$ cat src/rtl/pot_sampler_if.sv
// Bundles the pot sampler's controller-side and ADC-side signals.
// master = the sampler itself, slave = whoever sits on the other end.
interface pot_sampler_if #(
  parameter int cant_bits = 16
);
  logic                        En;
  logic                        MISO;
  logic                        CS_n;
  logic                        SCLK;
  logic signed [cant_bits-1:0] Pot;
  logic                        Rx_En;
  logic                        Busy;
  logic                        Overrun;

  modport master (
    input  En, MISO,
    output CS_n, SCLK, Pot, Rx_En, Busy, Overrun
  );

  modport slave (
    output En, MISO,
    input  CS_n, SCLK, Pot, Rx_En, Busy, Overrun
  );
endinterface

$ cat src/rtl/pot_sampler.sv
// Periodic SPI reader for a 12-bit potentiometer ADC: every SAMPLE_PERIOD cycles it
// clocks out one 16-bit frame and presents the result MSB-aligned below the sign bit.
module pot_sampler #(
  parameter int cant_bits     = 16,
  parameter int CLK_DIV       = 4,
  parameter int SAMPLE_PERIOD = 100000
) (
  input  logic          Clk_G,
  input  logic          Rst_G,
  pot_sampler_if.master bus
);

  localparam int CNT_W = $clog2(SAMPLE_PERIOD);

  typedef enum logic [1:0] {IDLE, CONV, DONE} state_t;

  state_t               state_q, state_d;
  logic [CNT_W-1:0]     cnt_q, cnt_d;
  logic [7:0]           div_q, div_d;
  logic [4:0]           edges_q, edges_d;
  logic [10:0]          shift_q, shift_d;
  logic                 cs_n_q, cs_n_d;
  logic                 sclk_q, sclk_d;
  logic                 overrun_q, overrun_d;
  logic [cant_bits-1:0] pot_q, pot_d;
  logic                 tick;
  logic [11:0]          data_w;

  // The count rests at zero while sampling is disabled, so the first tick
  // always lands a full period after En rises.
  always_comb begin
    tick  = bus.En && (cnt_q == CNT_W'(SAMPLE_PERIOD - 1));
    cnt_d = '0;
    if (bus.En && !tick) begin
      cnt_d = cnt_q + 1'b1;
    end
  end

  // Eleven held bits plus the live MISO bit form the sample on the last rising edge.
  assign data_w = {shift_q, bus.MISO};

  always_comb begin
    state_d   = state_q;
    div_d     = div_q;
    edges_d   = edges_q;
    shift_d   = shift_q;
    cs_n_d    = cs_n_q;
    sclk_d    = sclk_q;
    pot_d     = pot_q;
    overrun_d = overrun_q | (tick && (state_q != IDLE));
    case (state_q)
      IDLE: begin
        if (tick) begin
          state_d = CONV;
          cs_n_d  = 1'b0;
          div_d   = '0;
          edges_d = '0;
        end
      end
      CONV: begin
        if (div_q == 8'(CLK_DIV - 1)) begin
          div_d   = '0;
          sclk_d  = !sclk_q;
          edges_d = edges_q + 5'd1;
          if (!sclk_q) begin
            shift_d = {shift_q[9:0], bus.MISO};
          end
          if (edges_q == 5'd31) begin
            state_d = DONE;
            cs_n_d  = 1'b1;
            sclk_d  = 1'b1;
            pot_d   = cant_bits'(data_w) << (cant_bits - 13);
          end
        end else begin
          div_d = div_q + 8'd1;
        end
      end
      DONE:    state_d = IDLE;
      default: state_d = IDLE;
    endcase
  end

  always_ff @(posedge Clk_G) begin
    if (!Rst_G) begin
      state_q   <= IDLE;
      cnt_q     <= '0;
      div_q     <= '0;
      edges_q   <= '0;
      shift_q   <= '0;
      cs_n_q    <= 1'b1;
      sclk_q    <= 1'b1;
      overrun_q <= 1'b0;
      pot_q     <= '0;
    end else begin
      state_q   <= state_d;
      cnt_q     <= cnt_d;
      div_q     <= div_d;
      edges_q   <= edges_d;
      shift_q   <= shift_d;
      cs_n_q    <= cs_n_d;
      sclk_q    <= sclk_d;
      overrun_q <= overrun_d;
      pot_q     <= pot_d;
    end
  end

  assign bus.CS_n    = cs_n_q;
  assign bus.SCLK    = sclk_q;
  assign bus.Pot     = pot_q;
  assign bus.Rx_En   = (state_q == DONE);
  assign bus.Busy    = (state_q != IDLE);
  assign bus.Overrun = overrun_q;

endmodule
$ cat src/flat_wrapper.sv
// flat-port wrapper written by rule: the top's interface ports become plain ports
module pot_sampler_flat 
#(
  parameter int cant_bits     = 16,
  parameter int CLK_DIV       = 4,
  parameter int SAMPLE_PERIOD = 100000
)
  (Clk_G, Rst_G, bus_En, bus_MISO, bus_CS_n, bus_SCLK, bus_Pot, bus_Rx_En, bus_Busy, bus_Overrun);
  pot_sampler_if #(.cant_bits(cant_bits)) bus_i ();
  input  logic Clk_G;
  input  logic Rst_G;
  input wire logic [$bits(bus_i.En)-1:0] bus_En;
  input wire logic [$bits(bus_i.MISO)-1:0] bus_MISO;
  output wire logic [$bits(bus_i.CS_n)-1:0] bus_CS_n;
  output wire logic [$bits(bus_i.SCLK)-1:0] bus_SCLK;
  output wire logic [$bits(bus_i.Pot)-1:0] bus_Pot;
  output wire logic [$bits(bus_i.Rx_En)-1:0] bus_Rx_En;
  output wire logic [$bits(bus_i.Busy)-1:0] bus_Busy;
  output wire logic [$bits(bus_i.Overrun)-1:0] bus_Overrun;
  assign bus_i.En = bus_En;
  assign bus_i.MISO = bus_MISO;
  assign bus_CS_n = bus_i.CS_n;
  assign bus_SCLK = bus_i.SCLK;
  assign bus_Pot = bus_i.Pot;
  assign bus_Rx_En = bus_i.Rx_En;
  assign bus_Busy = bus_i.Busy;
  assign bus_Overrun = bus_i.Overrun;
  pot_sampler #(.cant_bits(cant_bits), .CLK_DIV(CLK_DIV), .SAMPLE_PERIOD(SAMPLE_PERIOD)) u_core (.Clk_G(Clk_G), .Rst_G(Rst_G), .bus(bus_i));
endmodule
$ cat config.mk
export PLATFORM = sky130hd
export DESIGN_NAME = pot_sampler_flat
export DESIGN_NICKNAME = d
export VERILOG_FILES = /design/src/rtl/pot_sampler_if.sv /design/src/rtl/pot_sampler.sv /design/src/flat_wrapper.sv
export SDC_FILE = /design/constraint.sdc
export NUM_CORES = 1
export LEC_CHECK = 0
export CAP_MARGIN = 20
export CELL_PAD_IN_SITES_DETAIL_PLACEMENT = 0
export CELL_PAD_IN_SITES_GLOBAL_PLACEMENT = 1
export CORE_ASPECT_RATIO = 0.7
export CORE_MARGIN = 3
export CORE_UTILIZATION = 24
export CTS_BUF_LIST = sky130_fd_sc_hd__clkbuf_4 sky130_fd_sc_hd__clkbuf_8
export DETAILED_ROUTE_END_ITERATION = 12
export PLACE_DENSITY = 0.57
export SLEW_MARGIN = 30
export SYNTH_ARGS = -nofsm -noshare
export SYNTH_HDL_FRONTEND = slang
export SYNTH_SLANG_ARGS = --single-unit
$ cat constraint.sdc
create_clock -name Clk_G -period 2.17 [get_ports Clk_G]
set_input_delay 0.3255 -clock Clk_G [delete_from_list [all_inputs] [get_ports Clk_G]]
set_output_delay 0.3255 -clock Clk_G [all_outputs]
set_load 0.005 [all_outputs]
# Word-level counts from Yosys, hierarchy flattened
# Index checks and enable logic that the tools add are counted.
totals:
  output_inout_bits: 21
  wordCells: 53
  ff_bits: 58
op_classes:
  n_eq_ne: 8
  add_sub_neg: 3
  n_reduce_logical: 16
  bitwise_logic: 2
  muxes: 15
op_table:
  columns: ["cell", "n"]
  rows:
  - ["adder 17 x 1 -> 17 bit, second input constant", 1]
  - ["equality test 17 bit, second input constant", 1]
  - ["2-to-1 mux 8 bit", 2]
  - ["one-hot mux 8 bit (2 select lines)", 1]
  - ["AND reduction 3 bit", 4]
  - ["2-to-1 mux 5 bit", 2]
  - ["one-hot mux 5 bit (2 select lines)", 1]
  - ["adder 8 x 1 -> 8 bit, second input constant", 1]
  - ["equality test 8 x 2 -> 1 bit, second input constant", 1]
  - ["2-to-1 mux 2 bit", 3]
  - ["inequality test 2 x 1 -> 1 bit, second input constant", 3]
  - ["AND reduction 2 bit", 3]
  - ["adder 5 x 1 -> 5 bit, second input constant", 1]
  - ["equality test 5 bit, second input constant", 1]
  - ["2-to-1 mux 1 bit", 4]
  - ["one-hot mux 2 bit (2 select lines)", 1]
  - ["AND reduction 4 bit", 1]
  - ["nonzero test 2 bit", 2]
  - ["logical AND 1 bit", 3]
  - ["equality test 2 x 1 -> 1 bit, second input constant", 1]
  - ["equality test 2 bit, second input constant", 1]
  - ["zero test 1 bit", 2]
  - ["zero test 2 bit", 1]
  - ["one-hot mux 1 bit (2 select lines)", 1]
  - ["other kinds (2)", 2]

# Longest topological paths before layout
# Gate-level depths: netlist of the first run.
logic_depth:
  depth_word: 5
  ltp_mapped: 7
  ltp_nobuf: 6

# Worst setup path before layout of the first run
# Ideal clock, no wire load.
synth_timing:
  path_kind: "register -> register"
  start: "register u_core.cnt_q[0]"
  end: "register u_core.cnt_q[11]"
  n_path_buf: 2
  slack_ps: 343
  stages_incl_launch_ff: 8
  synth_period_minus_slack_ps: 1827
  setup_time_ps: 115
  t_arrival_ps: 1712
  required_time_ps: 2055
  cell_sequence: "dfxtp_1 ha_1 buf_2 and4bb_2 nand2_1 o311ai_4 buf_4 nor2_1"
synth_between:
  elab_chain_len: 5
  word_cells_on_any_way: 6
  classes_between: "1 x add/sub; 1 x eq/ne; 4 x reduce/logical"
synth_lines:
  columns: ["item", "line_no", "source"]
  rows:
  - ["start: declaration", "pot_sampler.sv:18", "logic [CNT_W-1:0] cnt_q, cnt_d;"]
  - ["start signal: assignment", "pot_sampler.sv:96", "cnt_q <= cnt_d;"]
  - ["branches (longest 5 deep; another with adder 17 x 1 -> 17 bit)", null, null]
# Several ways; the timed one is not identified.
# A chain may end at the register's enable or synchronous reset.

# Worst setup path after layout of the first run
layout_timing:
  start: "register u_core.state_q[1]"
  end: "output port bus_Rx_En"
layout_between:
  elab_chain_len: 1
layout_lines:
  columns: ["item", "line_no", "source"]
  rows:
  - ["start: declaration", "pot_sampler.sv:17", "state_t state_q, state_d;"]
  - ["start signal: assignment", "pot_sampler.sv:95", "state_q <= state_d;"]
  - ["equality test 2 bit", "pot_sampler.sv:110", "assign bus.Rx_En = (state_q == DONE);"]
  - ["end: declaration", "flat_wrapper.sv:17", "output wire logic [$bits(bus_i.Rx_En)-1:0] bus_Rx_En;"]
# Every way passes these cells.

==> flow_metrics.py, run 1 <==
metrics = {
    "run_status": {
        "status": "completed",
    },
    "die": {
        "row_count": 31,
        "ios": 25,
        "die_h_um": 94.9,
        "dieArea_um2": 12600,
        "fp.coreArea_um2": 10700,
        "die_x_um": 133,
        "initial_core_util_pct": 25.4,
    },
    "finish": {
        "drive_gt1_share_pct": 11.6,
        "stdcell_count": 501,
        "fin_util_pct": 31.0,
        "diodes": 0,
        "final_net_count": 356,
        "syn_to_final_growth_pct": 22.1,
    },
    "drt": {
        "dr.pass1.iters": 4,
        "wl_mm": 7.05,
        "dr.first_iter.drc_count": 155,
        "postRouteAntennaNets": 0,
        "wire_per_inst_um": 14.1,
        "viasPerCell": 4.77,
        "drc": 0,
        "vias": 2388,
    },
    "clocking": {
        "cts_tree": "built",
        "ctsLongestPathBuffers": 2,
        "cts_hold_buf": 0,
        "cts_htree_levels": 3,
        "post_cts_buffers": 0,
        "cts_resized": 0,
        "clockRootBuffer": "clkbuf_8",
        "clkTransAtPathRegs_ns": 0.07,
        "cts_inserted_buffers": 9,
        "cts.sinks": 58,
        "clk_latency_ns": 0.34,
    },
    "global_routing": {
        "grt_pass1_vias": 2240,
        "grt_pass1_wl_mm": 11.8,
        "antenna_found_initial": 0,
        "grt_max_degree": 28,
        "grt_use_total_pct": 11.9,
        "overflow": 0,
    },
    "hold_path": {
        "hp-class": "register to register",
        "min_to": "u_core.bus.Pot[13]",
        "hp-start": "u_core.bus.Pot[13]",
        "hold_path_depth": 2,
    },
    "critical_path": {
        "r2r_cells": 6,
        "crit_family": "buffers and inverters",
        "cp_slowest_stage_delay_ns": 0.54,
        "worstPathMaxFanout": 11,
        "critPathLaunchType": "register",
        "r2r_start": "u_core.div_q[0]",
        "reg2reg_to": "u_core.bus.Pot[4]",
        "worst-path-buf-inv": 1,
        "critical_path_class": "register to output port",
        "cp_slowest_cell": "clkdlybuf4s50_1",
        "crit_path_end_kind": "output port",
        "regToRegSetupSlack_ns": 0.21,
        "cp.arrival_ns": 1.65,
        "cp_data_required_time_ns": 1.84,
        "crit_chain": "nor2b_1, clkdlybuf4s50_1",
    },
    "run": {
        "cap_violations": 0,
    },
    "timing": {
        "setup_violations": 0,
        "hold_violations": 0,
        "min_period_ns": 1.98,
        "fin_skew_ns": 0.00702,
        "period_share_pct": 91.2,
        "timing.hold.ws_ns": 0.453,
        "rsz0062_at_grt": "false",
        "max_freq_ghz": 0.505,
        "setup-tns-final_ns": 0,
        "maxSlewViolCount": 0,
    },
    "synth": {
        "synth_top_area_share_pct": 42.9,
        "syn-cell-area_um2": 2710,
        "synth.distinct_cells": 49,
        "synth.avg_cell_area_um2": 8.44,
        "ys_warn_count": 0,
        "synth_ff_type": "dfxtp_1",
        "ys_seq_area_share_pct": 42.9,
        "synth_async_sr_flop_share_pct": 0,
        "synth_most_common_cell": "dfxtp_1",
        "synthCells": 321,
        "ys_ff_latch": 58,
        "yosysTopAreaCell": "dfxtp_1",
        "synth_edf_count": 0,
        "synth_common_cells": "58 x dfxtp_1, 37 x nand2_1, 29 x a21oi_1",
        "synthTopCellsByArea": "dfxtp_1 43%, a21oi_1 5.4%, nand2_1 5.1%, nand3_1 4.6%, o21ai_0 3.1%",
    },
    "power_and_ir_drop": {
        "power_mw": 2.06,
        "ir_drop_v": 0.000235,
        "cellPowerDensity_nw_per_um2": 624,
        "leakage_nw": 1.07,
    },
    "placed_design": {
        "gp_congestion": 0.799,
        "dpl.cell_count": 485,
        "dp_hpwl_mm": 4.83,
        "io_buffers": 20,
    },
}
==> sequential cells by signal (all words and copies together) (netlist names) <==
name and cells:
u_core.cnt_q 17, u_core.bus.Pot 12, u_core.shift_q 11, u_core.div_q 8
u_core.edges_q 5, u_core.state_q 2, u_core.bus.CS_n 1, u_core.bus.Overrun 1
u_core.bus.SCLK 1
==> area by class of cell <==
cell class	count	area [um2]
tap	148	185
inverter	9	33.8
sequential	58	1160
multi-input combinational	231	1400
clock inverter	5	30.0
fill	1137	7360
timing repair buffer	39	355
clock buffer	11	145
==> how the worst max path moves through the flow <==
stage	start	end	slack, ns	cells after the start
2_1_floorplan	u_core.cnt_q[0]	u_core.cnt_q[11]	0.34	7
3_3_place_gp	bus_En	u_core.edges_q[3]	0.11	6
3_5_place_dp	bus_En	u_core.div_q[6]	0.17	7
4_1_cts	u_core.state_q[1]	bus_Rx_En	0.16	2
5_1_grt	u_core.div_q[0]	u_core.bus.Pot[5]	0.01	6
6_report	u_core.state_q[1]	bus_Rx_En	0.19	2
==> power by group <==
| part | total [mW] | switching, mW | internal [mW] |
|---|---|---|---|
| logic | 0.0892 | 0.0515 | 0.0377 |
| registers | 1.08 | 0.00680 | 1.07 |
| clock network | 0.898 | 0.446 | 0.452 |
| total | 2.06 | 0.505 | 1.56 |
==> kinds of logic (layout without fill, tap and decap cells) <==
group	Yosys count	count (layout)	synth area share, %
buffers and inverters	35	64	5.96
XOR/XNOR	13	13	4.20
flip-flops	58	58	42.9
AND/OR/NAND/NOR	130	130	25.3
adder cells (fa/ha/maj)	4	4	1.85
AO/OA/AOI/OAI	76	76	18.2
other	1	4	0.138
multiplexers	4	4	1.48
==> metrics by stage <==
| step | setup WS (ns) | area, um2 |
|---|---|---|
| global placement | 0.112 | 3130 |
| detailed placement | 0.168 | 3130 |
| global route | 0.0149 | 3310 |
| CTS | 0.163 | 3310 |
| finish | 0.191 | 3310 |
| floorplan | 0.343 | 2720 |
==> worst register-to-register path: cells and delay by family (launching register included) <==
| kind | cells | cell delay, ns |
|---|---|---|
| compound gates | 1 | 0.12 |
| fa+ha+maj | 1 | 0.23 |
| buf+inv | 1 | 0.24 |
| flops | 1 | 0.40 |
| simple gates | 3 | 0.90 |
==> per-layer routing <==
metal / global-route usage [%] / share of wire (%) / wire [um] / vias to the layer above
li1: - / - / - / 1213
met1: 17.7 / 56 / 3920 / 1125
met2: 15.5 / 38 / 2680 / 40
met3: 3.89 / 5.0 / 350 / 10
met4: 4.58 / 1.4 / 99 / 0
met5: 0 / 0 / 0 / -
==> placed cells by master (no fill, tap or decap), types with 2 or more instances in the layout <==
| cell type | n |
|---|---|
| buf_4 | 18 |
| o31ai_1 | 2 |
| o21ai_0 | 17 |
| nor4_1 | 5 |
| nand2_1 | 37 |
| or3_1 | 3 |
| nand4b_1 | 2 |
| nor3_1 | 5 |
| xor2_1 | 7 |
| clkbuf_8 | 10 |
| nand3_1 | 25 |
| a41oi_1 | 2 |
| o2111ai_1 | 4 |
| clkinv_2 | 3 |
| xnor2_1 | 6 |
| clkinvlp_4 | 2 |
| mux2i_1 | 4 |
| nor2_1 | 18 |
| and4_1 | 2 |
| o21a_1 | 3 |
| dfxtp_1 | 58 |
| ha_1 | 4 |
| conb_1 | 4 |
| inv_1 | 9 |
| nand4_1 | 10 |
| and3_1 | 6 |
| nor2b_1 | 3 |
| a21oi_1 | 29 |
| clkdlybuf4s50_1 | 20 |
| o211ai_1 | 7 |
| nand3b_1 | 2 |
| a311oi_1 | 2 |
| nand2b_1 | 4 |
(Power assumes the default switching activity.)
==> run 2, diff against run 1 <==
Settings changed: CTS_CLUSTER_SIZE from default to 25, MAX_ROUTING_LAYER from default to met4.
==> run 2 against run 1 <==
Worst hold slack barely moved. Cell area did not move. Combinational power barely moved. Largest cell class unchanged. Clock power fell by 0.4%. Global-route usage rose by 0.34 points. Utilization did not move. Non-clock buffer count did not move. Setup slack barely moved. Via count fell by 0.21%.
==> flow_metrics.py, run 2 (same netlist as run 1, synthesis figures left out) <==
metrics = {
    "drt": {
        "postRouteAntennaNets": 0,
        "viasPerCell": 4.76,
        "dr.pass1.iters": 4,
        "wire_per_inst_um": 14.1,
        "dr.first_iter.drc_count": 182,
        "drc": 0,
        "wl_mm": 7.04,
        "vias": 2383,
    },
    "finish": {
        "diodes": 0,
        "drive_gt1_share_pct": 11.6,
        "final_cell_mix": "58 x dfxtp_1, 37 x nand2_1, 29 x a21oi_1",
        "regMostFlops": "u_core.cnt_q",
        "largest_register_ffs": 17,
        "syn_to_final_growth_pct": 22.1,
        "multi_input_area_um2": 1400,
        "finalInstanceArea_um2": 3310,
        "register_area_um2": 1160,
        "fillCellCount": 1137,
        "stdcell_count": 501,
        "fin_util_pct": 31.0,
        "final_common_cell": "dfxtp_1",
        "final_net_count": 356,
    },
    "clocking": {
        "cts_htree_levels": 3,
        "cts_hold_buf": 0,
        "clk_latency_ns": 0.33,
        "cts_inserted_buffers": 9,
        "clockRootBuffer": "clkbuf_8",
        "cts_tree": "built",
        "cts.sinks": 58,
        "clkTransAtPathRegs_ns": 0.07,
        "cts_resized": 0,
        "ctsLongestPathBuffers": 2,
        "post_cts_buffers": 0,
    },
    "timing": {
        "rsz0062_at_grt": "false",
        "min_period_ns": 1.98,
        "maxSlewViolCount": 0,
        "setup_violations": 0,
        "layout_setup_ws_ns": 0.191,
        "fin_skew_ns": 0.00723,
        "period_share_pct": 91.2,
        "setup-tns-final_ns": 0,
        "max_freq_ghz": 0.505,
        "timing.hold.ws_ns": 0.453,
        "hold_violations": 0,
    },
    "critical_path": {
        "crit_path_end_kind": "output port",
        "cp.arrival_ns": 1.65,
        "worstPathMaxFanout": 11,
        "critPathLaunchType": "register",
        "critical_path_class": "register to output port",
        "cp_data_required_time_ns": 1.84,
    },
    "power_and_ir_drop": {
        "power_mw": 2.06,
        "ir_drop_v": 0.000235,
        "cellPowerDensity_nw_per_um2": 623,
        "leakage_nw": 1.07,
    },
    "global_routing": {
        "grt_pass1_vias": 2242,
        "overflow": 0,
        "grt_max_degree": 28,
        "antenna_found_initial": 0,
        "grt_pass1_wl_mm": 11.8,
        "grt_use_total_pct": 12.2,
    },
    "placed_design": {
        "pre_cts_slack_ns": 0.168,
        "dpl.cell_count": 485,
        "io_buffers": 20,
        "placed_area_um2": 3130,
        "gp_congestion": 0.811,
        "dp_hpwl_mm": 4.83,
    },
    "die": {
        "dieArea_um2": 12600,
        "initial_core_util_pct": 25.4,
        "die_x_um": 133,
        "ios": 25,
        "row_count": 31,
        "die_h_um": 94.9,
        "fp.coreArea_um2": 10700,
    },
    "run": {
        "cap_violations": 0,
    },
    "run_status": {
        "status": "completed",
    },
    "hold_path": {
        "hp-class": "register to register",
    },
}
## run 2: cell counts in the layout (fill, tap and decap cells not counted)
No cell type changed its count.
## run 2: final timing paths
kind | from | to | slack (ns) | cells after the start
worst max-delay path | u_core.state_q[1] | bus_Rx_En | 0.19 | 2
worst min-delay path | u_core.bus.Pot[13] | u_core.bus.Pot[13] | 0.45 | 2
worst max register to register | u_core.div_q[0] | u_core.bus.Pot[8] | 0.21 | 6
worst min register to register | u_core.bus.Pot[13] | u_core.bus.Pot[13] | 0.45 | 2
## run 2: worst max-delay path, cell delays in order, from the launching register on
cell and delay, ns:
dfxtp_1 0.52, nor2b_1 0.25, clkdlybuf4s50_1 0.54
## run 2: power breakdown
| part | leakage, nW | total [mW] | internal, mW | switching [mW] |
|---|---|---|---|---|
| registers | 0.467 | 1.08 | 1.07 | 0.00677 |
| clock network | 0.0885 | 0.894 | 0.452 | 0.443 |
| logic | 0.517 | 0.0895 | 0.0377 | 0.0518 |
## run 2: area by class of cell
| type | instances | area share (%) |
|---|---|---|
| clock buffers | 11 | 4.39 |
| repair buffers | 39 | 10.7 |
| well taps | 148 | 5.60 |
| clock inverters | 5 | 0.908 |
| multi-input cells | 231 | 42.2 |
| inverters | 9 | 1.02 |
| flip-flops and latches | 58 | 35.1 |
## run 2: routing by layer
layer / global-route usage (%) / wire [um]
met5: - / 0
met4: 4.58 / 0
met3: 3.78 / 236
met2: 15.5 / 2750
met1: 17.7 / 4050
==> edit, RTL diff (config.mk and constraints of run 1) <==
`SAMPLE_PERIOD` is set to 100000 in 2 places; all go to 200000.
--- a/src/rtl/pot_sampler.sv
+++ b/src/rtl/pot_sampler.sv
@@ -3,7 +3,7 @@
 module pot_sampler #(
   parameter int cant_bits     = 16,
   parameter int CLK_DIV       = 4,
-  parameter int SAMPLE_PERIOD = 100000
+  parameter int SAMPLE_PERIOD = 200000
 ) (
   input  logic          Clk_G,
   input  logic          Rst_G,
--- a/src/flat_wrapper.sv
+++ b/src/flat_wrapper.sv
@@ -3,7 +3,7 @@
 #(
   parameter int cant_bits     = 16,
   parameter int CLK_DIV       = 4,
-  parameter int SAMPLE_PERIOD = 100000
+  parameter int SAMPLE_PERIOD = 200000
 )
   (Clk_G, Rst_G, bus_En, bus_MISO, bus_CS_n, bus_SCLK, bus_Pot, bus_Rx_En, bus_Busy, bus_Overrun);
   pot_sampler_if #(.cant_bits(cant_bits)) bus_i ();
Formal check against the unedited RTL: no difference found for any inputs over 10 cycles, from zero or initial values and one cycle with Rst_G low; that may be too few to reach the edited logic, so the function may still have changed.
==> edit against run 1 <==
  * Worst hold slack worse by 0.0011 ns
  * Die area is 4.9% lower
  * Final area is 4.0% lower
  * Maximum frequency is 2.9% lower
  * Wire length is 18% lower
  * First-iteration DRC count is 48% lower
  * Sequential cell count is 1 higher
  * Via count is 13% lower
  * Setup slack worse by 0.060 ns
  * Synthesized area is 5.1% lower
  * Register-to-register slack worse by 0.08 ns
  * Final cell count is 8.0% lower
Power is not compared: it rests on default switching activity, and its combinational part moved more than twofold at a synthesized area within 25%.
==> edit: results (changes against run 1) <==
==================================================================================
Logic depth of the worst register-to-register path                               5   was 6
Highest attainable clock frequency                                       490.4 MHz   was 505.2 MHz
Sequential cell area                                                    1181 sq um   was 1161 sq um
Run status                                                            complete, no violations   unchanged
Reg2reg end                                                           u_core.shift_q[0]   was u_core.bus.Pot[4]
Seq/Total Area, Yosys                                                       45.96%   was 42.86%
Commonest cells in the netlist                                        59 x dfxtp_1, 46 x nand2_1, 30 x nor2_1, 28 x a21oi_1, 19 x o21ai_0   was 58 x dfxtp_1, 37 x nand2_1, 29 x a21oi_1, 25 x nand3_1, 18 x nor2_1
Final GP Congestion                                                         0.7124   was 0.7991
Post-detailed-routing wire length                                         5.807 mm   was 7.051 mm
Largest stage delay, worst path                                            0.57 ns   was 0.54 ns
Final HPWL DP                                                             3.818 mm   was 4.833 mm
Pin count of the biggest net entering global routing                            33   was 28
Share of synthesized registers carrying an async set or reset                   0%   unchanged
I/O Buffers                                                                     20   unchanged
Net count, final                                                               337   was 356
Count of non-CTS buffers in the layout                                          30   was 39
Number of cells in the design after placement                                  443   was 485
Leading post-synthesis cells by cell area                             dfxtp_1 46%, nand2_1 6.7%, a21oi_1 5.5%   was dfxtp_1 43%, a21oi_1 5.4%, nand2_1 5.1%
Non-filler instance count after layout                                         461   was 501
Worst R2R Setup Slack                                                      0.13 ns   was 0.21 ns
Buffering overhead                                                          9.177%   was 10.74%
Synthesized netlist cell count                                                 299   was 321
Initial DRC count                                                               80   was 155
Clock Skew                                                             0.007881 ns   was 0.007023 ns
Switching power total                                                     461.8 uW
Clock tree cell share of total cell area                                    7.208%   was 5.295%
Register clock-pin slew on the reported worst setup and hold paths         0.07 ns   about the same
Worst-path fanout max                                                           10   was 11
Wire length of the first global-routing pass                              9.770 mm   was 11.81 mm
Arr. time, crit path                                                       2.27 ns   was 1.65 ns
Flip-flop count of the largest register, all copies and words added             18   was 17
Vias in the first global route                                                1915   was 2240
Library cells used by synthesis                                                 46   was 49
Startpoint of the worst-slack reg-to-reg timing path                  u_core.div_q[0]   unchanged
CLK BUF                                                                          9   was 11
Later-pin clock latency in the skew report                                 0.34 ns   about the same
Endpoint of the worst hold-timing path                                u_core.bus.Pot[3]   was u_core.bus.Pot[13]
Largest delay contributor family on the critical path                 simple AND/OR/NAND/NOR gates   was buffers and inverters
Fraction of final layout cells with drive strength greater than 1           12.01%   was 11.61%
Number of filler instances in the final layout                                1045   was 1137
Number of logic inverters in the finished layout                                 6   was 9
GRT Resource Usage Total                                                    10.40%   was 11.91%
Worst hold start                                                      u_core.bus.Pot[3]   was u_core.bus.Pot[13]
Average via count per standard cell                                          4.531   was 4.766
Worst-path cell with the longest stage delay                                 or3_2   was clkdlybuf4s50_1
Hold Crit Class                                                       register to register   unchanged
Number of clock sinks                                                           59   was 58
Maximum VDD drop                                                       0.0002473 V
Clock root buffer master                                                  clkbuf_8   unchanged
Comb_multi_in                                                                  223   was 231
Footprint of the multi-input gates                                      1292 sq um   was 1398 sq um
Number of cells traversed by the worst hold path                                 2   unchanged
==================================================================================
-- edit: worst max path at each step --
| stage | startpoint | to | slack [ns] | depth (start not counted) |
|---|---|---|---|---|
| finish | u_core.div_q[0] | u_core.shift_q[0] | 0.13 | 5 |
| CTS | u_core.div_q[0] | u_core.shift_q[3] | 0.07 | 7 |
| floorplan | u_core.div_q[0] | u_core.shift_q[4] | 0.22 | 6 |
| global route | u_core.div_q[0] | u_core.shift_q[2] | 0.02 | 7 |
| detailed placement | u_core.div_q[0] | u_core.shift_q[0] | 0.08 | 7 |
| global placement | u_core.div_q[0] | u_core.shift_q[9] | 0.11 | 7 |
-- edit: power groups by stage --
stage                     logic (uW)  clock network, uW  registers, uW
final                           41.5               1180           1090
after detailed placement        42.6                  0           1110
after global placement          42.6                  0           1110
after floorplan                 27.6                  0           1110
after CTS                       42.7               1230           1090
after global routing            46.8               1270           1090
-- edit: logic make-up after synthesis --
family	after synthesis	synth area share [%]
DFF	59	45.96
xor gates and xnor gates	16	5.453
AOI/OAI and AO/OA	62	14.22
other	1	0.1459
buffers and inverters	21	4.479
and+or+nand+nor	136	27.80
adders and majority gates	4	1.947
-- edit: stage by stage --
stage / setup slack (ns) / instance area, sq um / hold WS, ns
after floorplan: 0.2197 / 2581 / 0.4017
after global placement: 0.1091 / 2922 / 0.4436
after detailed placement: 0.08200 / 2922 / 0.4459
after CTS: 0.06633 / 3151 / 0.4558
after global routing: 0.02018 / 3177 / 0.4736
final: 0.1307 / 3177 / 0.4520
-- edit: layer usage --
| metal | up-vias | routed length, um | track usage [%] |
|---|---|---|---|
| met1 | 975 | 3317 | 15.10 |
| met5 | - | 0 | 0 |
| met2 | 28 | 2189 | 13.46 |
| li1 | 1081 | - | - |
| met4 | 0 | 72 | 4.152 |
| met3 | 5 | 227 | 4.092 |
